### src/rtl/rr_arb.sv
// Round-robin arbiter: zero-latency one-hot grant, rotating priority that
// starts just past the last granted index and falls back to lowest-index-first when idle.
module rr_arb #(
  parameter int p_width = 4
) (
  input  logic               clk,
  input  logic               rst,
  input  logic [p_width-1:0] req,
  output logic [p_width-1:0] gnt
);

  localparam int IW = (p_width > 1) ? $clog2(p_width) : 1;

  // Interface contract: req/gnt is not a valid/ready pair. A requester holds
  // req[i] high while it wants service; gnt is valid combinationally in the
  // same cycle, and the grant counts as taken at the next rising clk edge.

  logic [IW-1:0]      last_q;
  logic               idle_q;
  logic [p_width-1:0] above_mask;
  logic [p_width-1:0] req_masked;
  logic [p_width-1:0] gnt_masked;
  logic [p_width-1:0] gnt_plain;
  logic [IW-1:0]      gnt_idx;

  // Keeps only the lowest set bit of v.
  function automatic logic [p_width-1:0] first_one(input logic [p_width-1:0] v);
    logic [p_width-1:0] r;
    logic               found;
    r     = '0;
    found = 1'b0;
    for (int i = 0; i < p_width; i++) begin
      if (v[i] && !found) begin
        r[i]  = 1'b1;
        found = 1'b1;
      end
    end
    return r;
  endfunction

  // An idle state leaves the mask empty, so only the plain encoder can win.
  always_comb begin
    above_mask = '0;
    for (int i = 0; i < p_width; i++) begin
      above_mask[i] = !idle_q && (i > int'(last_q));
    end
  end

  assign req_masked = req & above_mask;
  assign gnt_masked = first_one(req_masked);
  assign gnt_plain  = first_one(req);
  assign gnt        = (|req_masked) ? gnt_masked : gnt_plain;

  always_comb begin
    gnt_idx = '0;
    for (int i = 0; i < p_width; i++) begin
      if (gnt[i]) gnt_idx = IW'(i);
    end
  end

  always_ff @(posedge clk or negedge rst) begin
    if (!rst) begin
      idle_q <= 1'b1;
      last_q <= '0;
    end else if (|gnt) begin
      idle_q <= 1'b0;
      last_q <= gnt_idx;
    end else begin
      idle_q <= 1'b1;
    end
  end

endmodule

### config.mk
export PLATFORM = sky130hd
export DESIGN_NAME = rr_arb
export DESIGN_NICKNAME = d
export VERILOG_FILES = /design/src/rtl/rr_arb.sv
export SDC_FILE = /design/constraint.sdc
export NUM_CORES = 1
export LEC_CHECK = 0
export ABC_AREA = 1
export CELL_PAD_IN_SITES_DETAIL_PLACEMENT = 0
export CELL_PAD_IN_SITES_GLOBAL_PLACEMENT = 1
export CORE_AREA = 3 3 40 42
export DETAILED_ROUTE_END_ITERATION = 8
export DIE_AREA = 0 0 43 45
export PLACE_DENSITY = 0.55
export SYNTH_ARGS = -nofsm -noshare
export SYNTH_HDL_FRONTEND = slang
export SYNTH_SLANG_ARGS = --single-unit
### constraint.sdc
create_clock -name clk -period 1.7 [get_ports clk]
set_clock_uncertainty 0.1 [all_clocks]
set_input_delay 0.34 -clock clk [delete_from_list [all_inputs] [get_ports clk]]
set_output_delay 0.34 -clock clk [all_outputs]
set_load 0.1 [all_outputs]
## After elaboration in Yosys (flattened, before gate mapping)

Cells that the tools add are included.

| word-level totals | value |
|---|---|
| bits in registers | 3 |
| output and inout bits | 4 |
| bits of input ports | 6 |
| word-level logic and storage cells | 41 |

| cells by class | value |
|---|---|
| magnitude comparators | 3 |
| bitwise logic cells | 1 |
| reduce and logical (&&, ||, !) cells | 18 |
| muxes and demuxes | 17 |

Operator list:

| kind | count |
|---|---|
| 1-bit two-way mux | 14 |
| 1-bit logical AND | 9 |
| 4-bit OR reduction | 2 |
| 1-bit zero test | 7 |
| 4-bit bitwise AND | 1 |
| 2-bit > comparator, first input constant | 2 |
| 2-bit two-way mux | 2 |
| 4-bit two-way mux | 1 |
| 1-bit by 2-bit > comparator with 1-bit output, first input constant | 1 |

## Depth between registers and ports, before layout

Gate-level depths: netlist (run 1).

| logic depth | value |
|---|---|
| word-level depth | 17 |
| mapped depth | 8 |

## Worst setup path after synthesis (run 1)

No wires, ideal clock.

| timing path | value |
|---|---|
| path type | reg2reg |
| from | reg idle_q |
| to | reg last_q[0] |
| period minus slack after synthesis | 2546 ps |
| arrival | 2325 ps |
| data required time | 1479 ps |
| stages on the path, launching flop included | 8 |
| slack | -846 ps |
| library setup time | 121 ps |
| cells stage by stage | dfstp_2 > nor2_2 > nand2_2 > nand3_1 > nor2_1 > nor2_2 > nand3_1 > nand2_1 |

| between the ends | value |
|---|---|
| elaborated cells on any way between the ends | 21 |
| those cells by class | mux (9); bitwise (1); reduce/logical (11) |

RTL lines:

| what | RTL line | RTL |
|---|---|---|
| from (decl) | 19 | `logic idle_q;` |
| from (signal assigned) | 63 | `idle_q <= 1'b1;` |
| from (signal assigned) | 66 | `idle_q <= 1'b0;` |
| from (signal assigned) | 69 | `idle_q <= 1'b1;` |
| 1-bit zero test (*) | 45 | `above_mask[i] = !idle_q && (i > int'(last_q));` |
| 1-bit logical AND | 45 |  |
| 4-bit bitwise AND (*) | 49 | `assign req_masked = req & above_mask;` |
| 4-bit OR reduction (*) | 52 | `assign gnt = (\|req_masked) ? gnt_masked : gnt_plain;` |
| 4-bit two-way mux (*) | 52 |  |
| net gnt[0] | 9 | `output logic [p_width-1:0] gnt` |
| 4-bit OR reduction (*) | 65 | `end else if (\|gnt) begin` |
| to (signal assigned) | 67 | `last_q <= gnt_idx;` |
| to (decl) | 18 | `logic [IW-1:0] last_q;` |

Mark *: on every way through the listed nets, which the timed path passes. The rest lies on a longest branch.
A chain may end at the register's enable or synchronous reset.

## Final worst setup path (run 1)

| timing path | value |
|---|---|
| from | reg idle_q |
| to | out gnt[2] |

| between the ends | value |
|---|---|
| cells in the longest elaborated chain, start to end | 9 |
| elaborated cells on any way between the ends | 12 |
| those cells by class | mux (3); bitwise (1); reduce/logical (8) |

Ends and longest elaborated chain:

| what | RTL line | RTL |
|---|---|---|
| 1-bit zero test (*) | 45 |  |
| 1-bit logical AND | 45 |  |
| 4-bit bitwise AND (*) | 49 |  |
| 1-bit logical AND | 33 | `if (v[i] && !found) begin` |
| 1-bit two-way mux | 33 |  |
| 1-bit zero test | 33 |  |
| 1-bit logical AND | 33 |  |
| 1-bit two-way mux | 33 |  |
| 4-bit two-way mux (*) | 52 |  |
| to (decl) | 9 |  |

Every way passes the cells marked *; elsewhere a longest branch is shown, timed or not.

==> results.yml, run 1 <==
status:
  outcome: "complete, but fails checks"
  violations: "negative setup slack"
floorplanning:
  chipWidth_um: 43
  row_count: 13
  dieHeight_um: 45
  start_util: 0.181
  core_mm2: 0.00128
  dieArea_mm2: 0.00194
  ios: 10
power_and_ir_drop:
  p_per_area_mw_per_mm2: 2120
  vdd_drop_max_mv: 0.621
  total_power_mw: 1.11
  p_leak_nw: 0.258
final_layout:
  finalNetCount: 61
  fin_util: 0.409
  final_area_um2: 526
  antennaDiodeCount: 0
  syn_to_final_growth_pct: 126
  drive_above_1_share: 0.611
route:
  vias: 280
  ant_nets: 0
  drt-wirelength-per-cell_um: 10.3
  wl_um: 712
  via_per_inst: 4.06
  drt-initial-drc-count: 0
  drt_pass1_iterations: 1
  drc: 0
logic_synthesis:
  ys_ff_latch: 3
  synth_seq_area_share: 0.328
  ys.flop_type: "dfrtp_1"
  yosys-top-cells-count: "7 x nand2_1, 4 x inv_1"
  yosys.area_share.simple: 0.532
  synth_edf_count: 0
  synth_compound_area_frac: 0.0753
  synth_fa_ha_area_frac: 0
  yosys_warnings: 0
  syn-num-nets: 39
  ys_types: 14
  synth_top_family_by_area: "simple AND/OR/NAND/NOR gates"
  synth_mux_area_frac: 0
  synth_most_common_cell: "nand2_1"
  async_reset_ff_frac: 1.00
  synth_top_area_share: 0.215
  syn-cell-area_um2: 233
  synth-xor-area-share: 0
  yosys-top-cells-area: "dfrtp_1 22%, dfstp_2 11%, nand2_1 11%, nand2_2 8.1%, nor2_2 8.1%"
  postSynthAreaPerCell_um2: 7.05
  synth_area_leader_cell: "dfrtp_1"
  synthCells: 33
cts:
  cts_buffers: 3
  numClockSinks: 3
  postCtsHoldBufs: 0
  h-tree-depth: 1
  insertion_delay_ps: 230
  clk_pin_slew_ps: 30
  cts.path.max_buffers: 2
  cts_tree: "built"
  clockRootBuffer: "clkbuf_4"
setup_path:
  r2r_end: "last_q[0]$_DFFE_PN0P_"
  endpoint_kind: "output pin"
  crit_fanout: 4
  startpoint_type: "register"
  required_ps: 1260
  ff2ff_path_depth: 9
  cp.arrival_ps: 1380
  rrSetupSlack_ps: 100
  reg2reg_from: "last_q[1]$_DFFE_PN0P_"
  path_class: "reg2out"
  cp-startpoint: "idle_q$_DFF_PN1_"
timing:
  tightest_slew_ps: 169
  period_share: 1.07
  timing.slew.headroom: 0.887
  finalCriticalPeriod_ps: 1820
  final_hold_viol_count: 0
  setup_viol: 4
  grt_setup_unrepaired: "true"
  drv_slew: 0
  fin_ws_ps: -115
  timing.fmax_ghz: 0.551
hold_path:
  hp-class: "in2async"
placement:
  portBuffers: 9
  place_ws_ps: -304
  dpl_cell_area_um2: 459
  hpwl_um: 572
  gp_congestion: 0.684
grt:
  grt_pass1_wl_um: 1240
  overflow: 0
  grt_usage: 0.0892
  first_global_vias: 314
  grt_max_degree: 6
  antenna_found_initial: 0
run:
  maxCapViolations: 0
## metal layers
metal	track usage	vias to the layer above	share of wire
li1	-	148	-
met1	0.0847	128	0.37
met2	0.159	4	0.60
met3	0.0279	0	0.031
met4	0.0723	0	0
met5	0	-	0
## area by class of cell
| type | count | area [um^2] |
|---|---|---|
| multi-input combinational | 26 | 204 |
| tap | 15 | 18.8 |
| fill | 141 | 759 |
| inverter | 4 | 15.0 |
| sequential | 3 | 76.3 |
| clock buffer | 4 | 26.3 |
| timing repair buffer | 17 | 185 |
## logic make-up (layout without fill, tap and decap cells)
group | Yosys count | after routing
DFF | 3 | 3
and+or+nand+nor | 24 | 24
buffers and inverters | 4 | 25
AOI/OAI and AO/OA | 2 | 2
## worst max path at each step
stage	to	cells after the start
2_1_floorplan	gnt[3]	4
4_1_cts	gnt[2]	5
5_1_grt	gnt[2]	5
3_5_place_dp	gnt[2]	6
3_3_place_gp	gnt[2]	7
6_report	gnt[2]	5
## state kept, by name, summed over array words and instances, names as in the netlist
signal  flops
idle_q      1
last_q      2
## layout by cell type (no fill, tap or decap), drive strengths merged
cell type	instances
nor3	1
inv	4
nand4	2
nand2	10
nor2	6
o21ai	1
nand3	4
dfstp	1
dfrtp	2
a21oi	1
buf	12
clkbuf	4
dlygate4sd2	4
and2	1
clkdlybuf4s50	1
## what timing repair did
item,CTS,global route
pin swaps,6,2
setup endpoints to repair,7,7
buffers inserted,2,1
hold endpoints to repair,0,0
gates resized for setup,10,1
## worst max-delay path, stage by stage, from the launching register on
cell and delay [ps]:
dfstp_2 550, inv_2 50, nand3_4 100, nand4_1 140, nand2_2 130, buf_12 180
## where the power goes
group | leakage (nW) | switching [mW] | internal (mW)
logic | 0.210 | 0.506 | 0.327
registers | 0.0334 | 0.0399 | 0.118
clock network | 0.0150 | 0.0334 | 0.0877
## through the flow
step                hold WS [ps]  instances  TNS (ps)
floorplan                  -55.6         33      -278
global placement             412         62     -1370
detailed placement           425         62     -1710
CTS                          186         68      -434
global route                 187         69      -653
finish                       192         69      -362
Note: power is estimated with default switching activity, not from simulation.
==> run 2: changes to the inputs <==
- ABC_CLOCK_PERIOD_IN_PS: default -> 1700
- PLACE_DENSITY: 0.55 -> 0.52
==> run 2 against run 1 <==
Global-route usage rose by 0.83 points; largest cell class unchanged; sequential share of layout area fell by 0.91 points; hold slack got worse by 2.2 ps; the flow still finishes with violations (negative setup slack); routed wire length rose by 17%.
==> results.yml, run 2 (synthesis results as in run 1) <==
final_layout:
  layout.cells.non_filler: 71
  syn_to_final_growth_pct: 141
  multiInputGateArea_um2: 220
  reg_top3: "last_q x2, idle_q x1"
  final_cell_mix: "9 x buf_4, 4 x nand2_1, 4 x dlygate4sd2_1, 4 x buf_12"
  final_area_um2: 561
  fin_util: 0.436
  n_fill_cell: 130
  regArea_um2: 76.3
  largest_register_ffs: 2
  antennaDiodeCount: 0
  largest_register: "last_q"
  finalNetCount: 63
  mostFrequentLayoutCell: "buf_4"
  drive_above_1_share: 0.625
placement:
  placedCellCount: 63
  portBuffers: 9
  place_ws_ps: -335
  gp_congestion: 0.779
  hpwl_um: 610
  dpl_cell_area_um2: 467
setup_path:
  cp-endpoint: "gnt[1]"
  cp.arrival_ps: 1390
  path_class: "reg2out"
  slowest_stage: "dfstp_2"
  startpoint_type: "register"
  required_ps: 1260
  endpoint_kind: "output pin"
  cpMostUsedCell: "nand2_4"
  reg2reg_from: "last_q[0]$_DFFE_PN0P_"
  cp-startpoint: "idle_q$_DFF_PN1_"
  ff2ff_path_depth: 9
  crit_path_max_incr_delay_ps: 550
  crit_fanout: 4
  path_cells: "nor2_4 > nand2_4 > nand2_4 > o21ai_4 > buf_12"
  r2r_end: "last_q[0]$_DFFE_PN0P_"
  rrSetupSlack_ps: 100
floorplanning:
  start_util: 0.181
  ios: 10
  dieArea_mm2: 0.00194
  dieHeight_um: 45
  core_mm2: 0.00128
  chipWidth_um: 43
  row_count: 13
run:
  maxCapViolations: 0
cts:
  h-tree-depth: 1
  postCtsHoldBufs: 0
  insertion_delay_ps: 230
  cts_buffers: 3
  cts_tree: "built"
  clockRootBuffer: "clkbuf_4"
  cts.path.max_buffers: 2
  clk_pin_slew_ps: 40
  numClockSinks: 3
timing:
  fin_setup_tns_ps: -426
  timing.slew.headroom: 0.861
  drv_slew: 0
  setup_viol: 4
  finalCriticalPeriod_ps: 1830
  period_share: 1.08
  grt_setup_unrepaired: "true"
  final_hold_viol_count: 0
  hold_slack_ps: 190
  timing.fmax_ghz: 0.547
  fin_ws_ps: -129
  tightest_slew_ps: 207
grt:
  first_global_vias: 351
  grt_pass1_wl_um: 1410
  grt_usage: 0.0976
  grt_max_degree: 6
  overflow: 0
  antenna_found_initial: 0
route:
  drt-wirelength-per-cell_um: 11.7
  drt-initial-drc-count: 4
  drc: 0
  wl_um: 831
  ant_nets: 0
  drt_pass1_iterations: 3
  vias: 321
  via_per_inst: 4.52
power_and_ir_drop:
  vdd_drop_max_mv: 0.755
  p_leak_nw: 0.275
  p_per_area_mw_per_mm2: 2100
  total_power_mw: 1.17
status:
  outcome: "complete, but fails checks"
  violations: "negative setup slack"
hold_path:
  hp-class: "in2async"
-- run 2: routing by layer --
layer,routed length (um),global-route usage,share of wire
met1,293,0.0944,0.35
met2,469,0.174,0.56
met3,59,0.0478,0.071
met4,8,0.0482,0.0096
met5,0,0,0
-- run 2: report_power, final --
part / total, mW / switching [mW] / internal [mW]
Clock: 0.124 / 0.0362 / 0.0879
Combinational: 0.889 / 0.532 / 0.357
Sequential: 0.162 / 0.0443 / 0.117
Total: 1.17 / 0.612 / 0.562
-- run 2: how the worst min path moves through the flow --
| stage | endpoint | slack [ps] |
|---|---|---|
| after floorplan | last_q[0]$_DFFE_PN0P_ | -60 |
| final | last_q[0]$_DFFE_PN0P_ | 190 |
| after global placement | last_q[1]$_DFFE_PN0P_ | 410 |
| after CTS | last_q[1]$_DFFE_PN0P_ | 180 |
| after detailed placement | last_q[1]$_DFFE_PN0P_ | 420 |
| after global routing | last_q[1]$_DFFE_PN0P_ | 190 |
-- run 2: worst max-delay path, delay by kind of cell, from the launching register on --
kind	cells	cell delay, ps
simple gates	3	230
compound gates	1	180
buf+inv	1	190
flops	1	550
-- run 2: layout make-up --
type | count | share of cell area
Clock buffer | 4 | 0.0469
Inverter | 4 | 0.0268
Multi-Input combinational cell | 26 | 0.393
Sequential cell | 3 | 0.136
Tap cell | 15 | 0.0335
Timing Repair Buffer | 19 | 0.364
-- run 2: repair_timing --
item / in CTS / in global routing
cloned: 0 / 0
resized for setup: 7 / 8
setup buffers: 3 / 1
endpoints found under the setup margin: 4 / 7
pin swaps: 6 / 6
==> run 3: changes to the inputs <==
- CELL_PAD_IN_SITES_GLOBAL_PLACEMENT: 1 -> 2
- PLACE_DENSITY: 0.52 -> 0.65
==> run 3 against run 2 <==
The flow still finishes with violations (negative setup slack); combinational power down 4.6%; largest power group unchanged; critical path type unchanged; cell count decreased by 2.8%; count of clock-buffer cells in the layout unchanged; sequential share of layout area up 0.84 points; sequential power shrank 3%; final area fell by 5.8%; register-to-register slack got worse by 50 ps; via count is 9.7% lower; non-clock buffer count shrank 2; worst setup slack better by 24 ps; core utilization is 2.5 points lower; maximum frequency increased by 1.3%.
==> results.yml, run 3 (synthesis results as in run 1) <==
cts:
  postCtsHoldBufs: 0
  cts_tree: "built"
  numClockSinks: 3
  h-tree-depth: 1
  clockRootBuffer: "clkbuf_4"
  cts.path.max_buffers: 2
  clk_pin_slew_ps: 40
  insertion_delay_ps: 240
  cts_buffers: 3
final_layout:
  antennaDiodeCount: 0
  mostFrequentLayoutCell: "buf_4"
  largest_register_ffs: 2
  final_area_um2: 528
  reg_top3: "last_q x2, idle_q x1"
  finalNetCount: 61
  n_fill_cell: 138
  drive_above_1_share: 0.574
  syn_to_final_growth_pct: 127
  final_cell_mix: "8 x buf_4, 5 x nand2_1, 4 x dlygate4sd2_1, 4 x buf_12"
  largest_register: "last_q"
  fin_util: 0.411
power_and_ir_drop:
  switching_power_mw: 0.595
  seqPwrFrac: 0.138
  swShare: 0.524
  pwr-share-comb: 0.746
  p_leak_nw: 0.262
  total_power_mw: 1.14
  clockPowerShare: 0.116
  vdd_drop_max_mv: 0.758
  p_int_mw: 0.542
  p_per_area_mw_per_mm2: 2150
timing:
  tightest_slew_ps: 189
  finalCriticalPeriod_ps: 1810
  grt_setup_unrepaired: "true"
  period_share: 1.06
  drv_slew: 0
  fin_ws_ps: -106
  timing.fmax_ghz: 0.554
  timing.slew.headroom: 0.874
  setup_viol: 4
  final_hold_viol_count: 0
floorplanning:
  start_util: 0.181
  core_mm2: 0.00128
  dieArea_mm2: 0.00194
  dieHeight_um: 45
  ios: 10
  row_count: 13
  chipWidth_um: 43
route:
  drt-met1-wl_um: 242
  drc: 0
  ant_nets: 0
  drt-wirelength-per-cell_um: 10.1
  drt-initial-drc-count: 2
  highest_layer: "met4"
  vias: 290
  dr_wl_met2_um: 381
  wl_um: 699
  wl_met3_um: 50
  drt_pass1_iterations: 4
  via_per_inst: 4.20
setup_path:
  crit_fanout: 5
  rrSetupSlack_ps: 50
  required_ps: 1260
  endpoint_kind: "output pin"
  cp-endpoint: "gnt[3]"
  ff2ff_path_depth: 10
  cp-startpoint: "idle_q$_DFF_PN1_"
  reg2reg_from: "last_q[1]$_DFFE_PN0P_"
  r2r_end: "last_q[0]$_DFFE_PN0P_"
  cp.arrival_ps: 1370
  startpoint_type: "register"
  path_class: "reg2out"
placement:
  hpwl_um: 531
  gp_congestion: 0.662
  place_ws_ps: -279
  portBuffers: 9
  dpl_cell_area_um2: 459
grt:
  overflow: 0
  antenna_found_initial: 0
  first_global_vias: 304
  grt_max_degree: 6
  grt_usage: 0.0883
  grt_pass1_wl_um: 1180
hold_path:
  hp-class: "in2async"
status:
  violations: "negative setup slack"
  outcome: "complete, but fails checks"
run:
  maxCapViolations: 0
-- run 3: cell types whose count changed in the layout (fill, tap and decap cells not counted) --
| cell | before | now |
|---|---|---|
| buf_4 | 9 | 8 |
| buf_6 | 1 | 0 |
| nand2_1 | 4 | 5 |
| nand2_2 | 3 | 2 |
| nor3_1 | 0 | 1 |
| nor3_4 | 1 | 0 |
-- run 3: metal layers --
metal  GRT usage  vias to the layer above
met5           0                        -
met4       0.108                        0
met3      0.0199                        2
met2       0.153                        9
met1      0.0771                      132
li1            -                      147
-- run 3: layout make-up --
type / count / area [um^2] / area share
Sequential cell: 3 / 76.3 / 0.145
Timing Repair Buffer: 17 / 185 / 0.351
Tap cell: 15 / 18.8 / 0.0355
Clock buffer: 4 / 26.3 / 0.0498
Inverter: 4 / 15.0 / 0.0284
Multi-Input combinational cell: 26 / 206 / 0.391
-- run 3: power by group through the flow --
stage / registers (mW) / logic (mW) / clock network [mW]
final: 0.157 / 0.848 / 0.132
after global routing: 0.163 / 0.894 / 0.142
after CTS: 0.159 / 0.832 / 0.137
after detailed placement: 0.149 / 0.780 / 0
after global placement: 0.148 / 0.778 / 0
after floorplan: 0.140 / 0.520 / 0
-- run 3: how the worst min path moves through the flow --
stage | start | endpoint | slack [ps] | depth (start not counted)
6_report | rst | last_q[1]$_DFFE_PN0P_ | 180 | 1
5_1_grt | rst | last_q[1]$_DFFE_PN0P_ | 190 | 1
4_1_cts | rst | last_q[1]$_DFFE_PN0P_ | 170 | 1
3_5_place_dp | last_q[1]$_DFFE_PN0P_ | last_q[1]$_DFFE_PN0P_ | 410 | 2
3_3_place_gp | last_q[1]$_DFFE_PN0P_ | last_q[1]$_DFFE_PN0P_ | 410 | 2
2_1_floorplan | rst | last_q[0]$_DFFE_PN0P_ | -60 | 0
-- run 3: what timing repair did --
action                     CTS  global route
setup endpoints to repair    5             5
pin swaps                   10             5
hold endpoints to repair     0             0
setup buffers                2             1
resized for setup           10             1
-- run 3: per-stage QoR --
| stage | TNS, ps | cells | hold slack [ps] |
|---|---|---|---|
| after floorplan | -278 | 33 | -55.6 |
| after global placement | -1420 | 62 | 407 |
| after detailed placement | -1630 | 62 | 413 |
| after CTS | -479 | 68 | 174 |
| after global routing | -778 | 69 | 186 |
| final | -362 | 69 | 176 |
-- run 3: worst max-delay path, stage by stage, from the launching register on --
cell and delay, ps:
dfstp_2 550, nor2_4 60, nand2_4 100, nand2_2 70, a21oi_4 160, buf_12 190
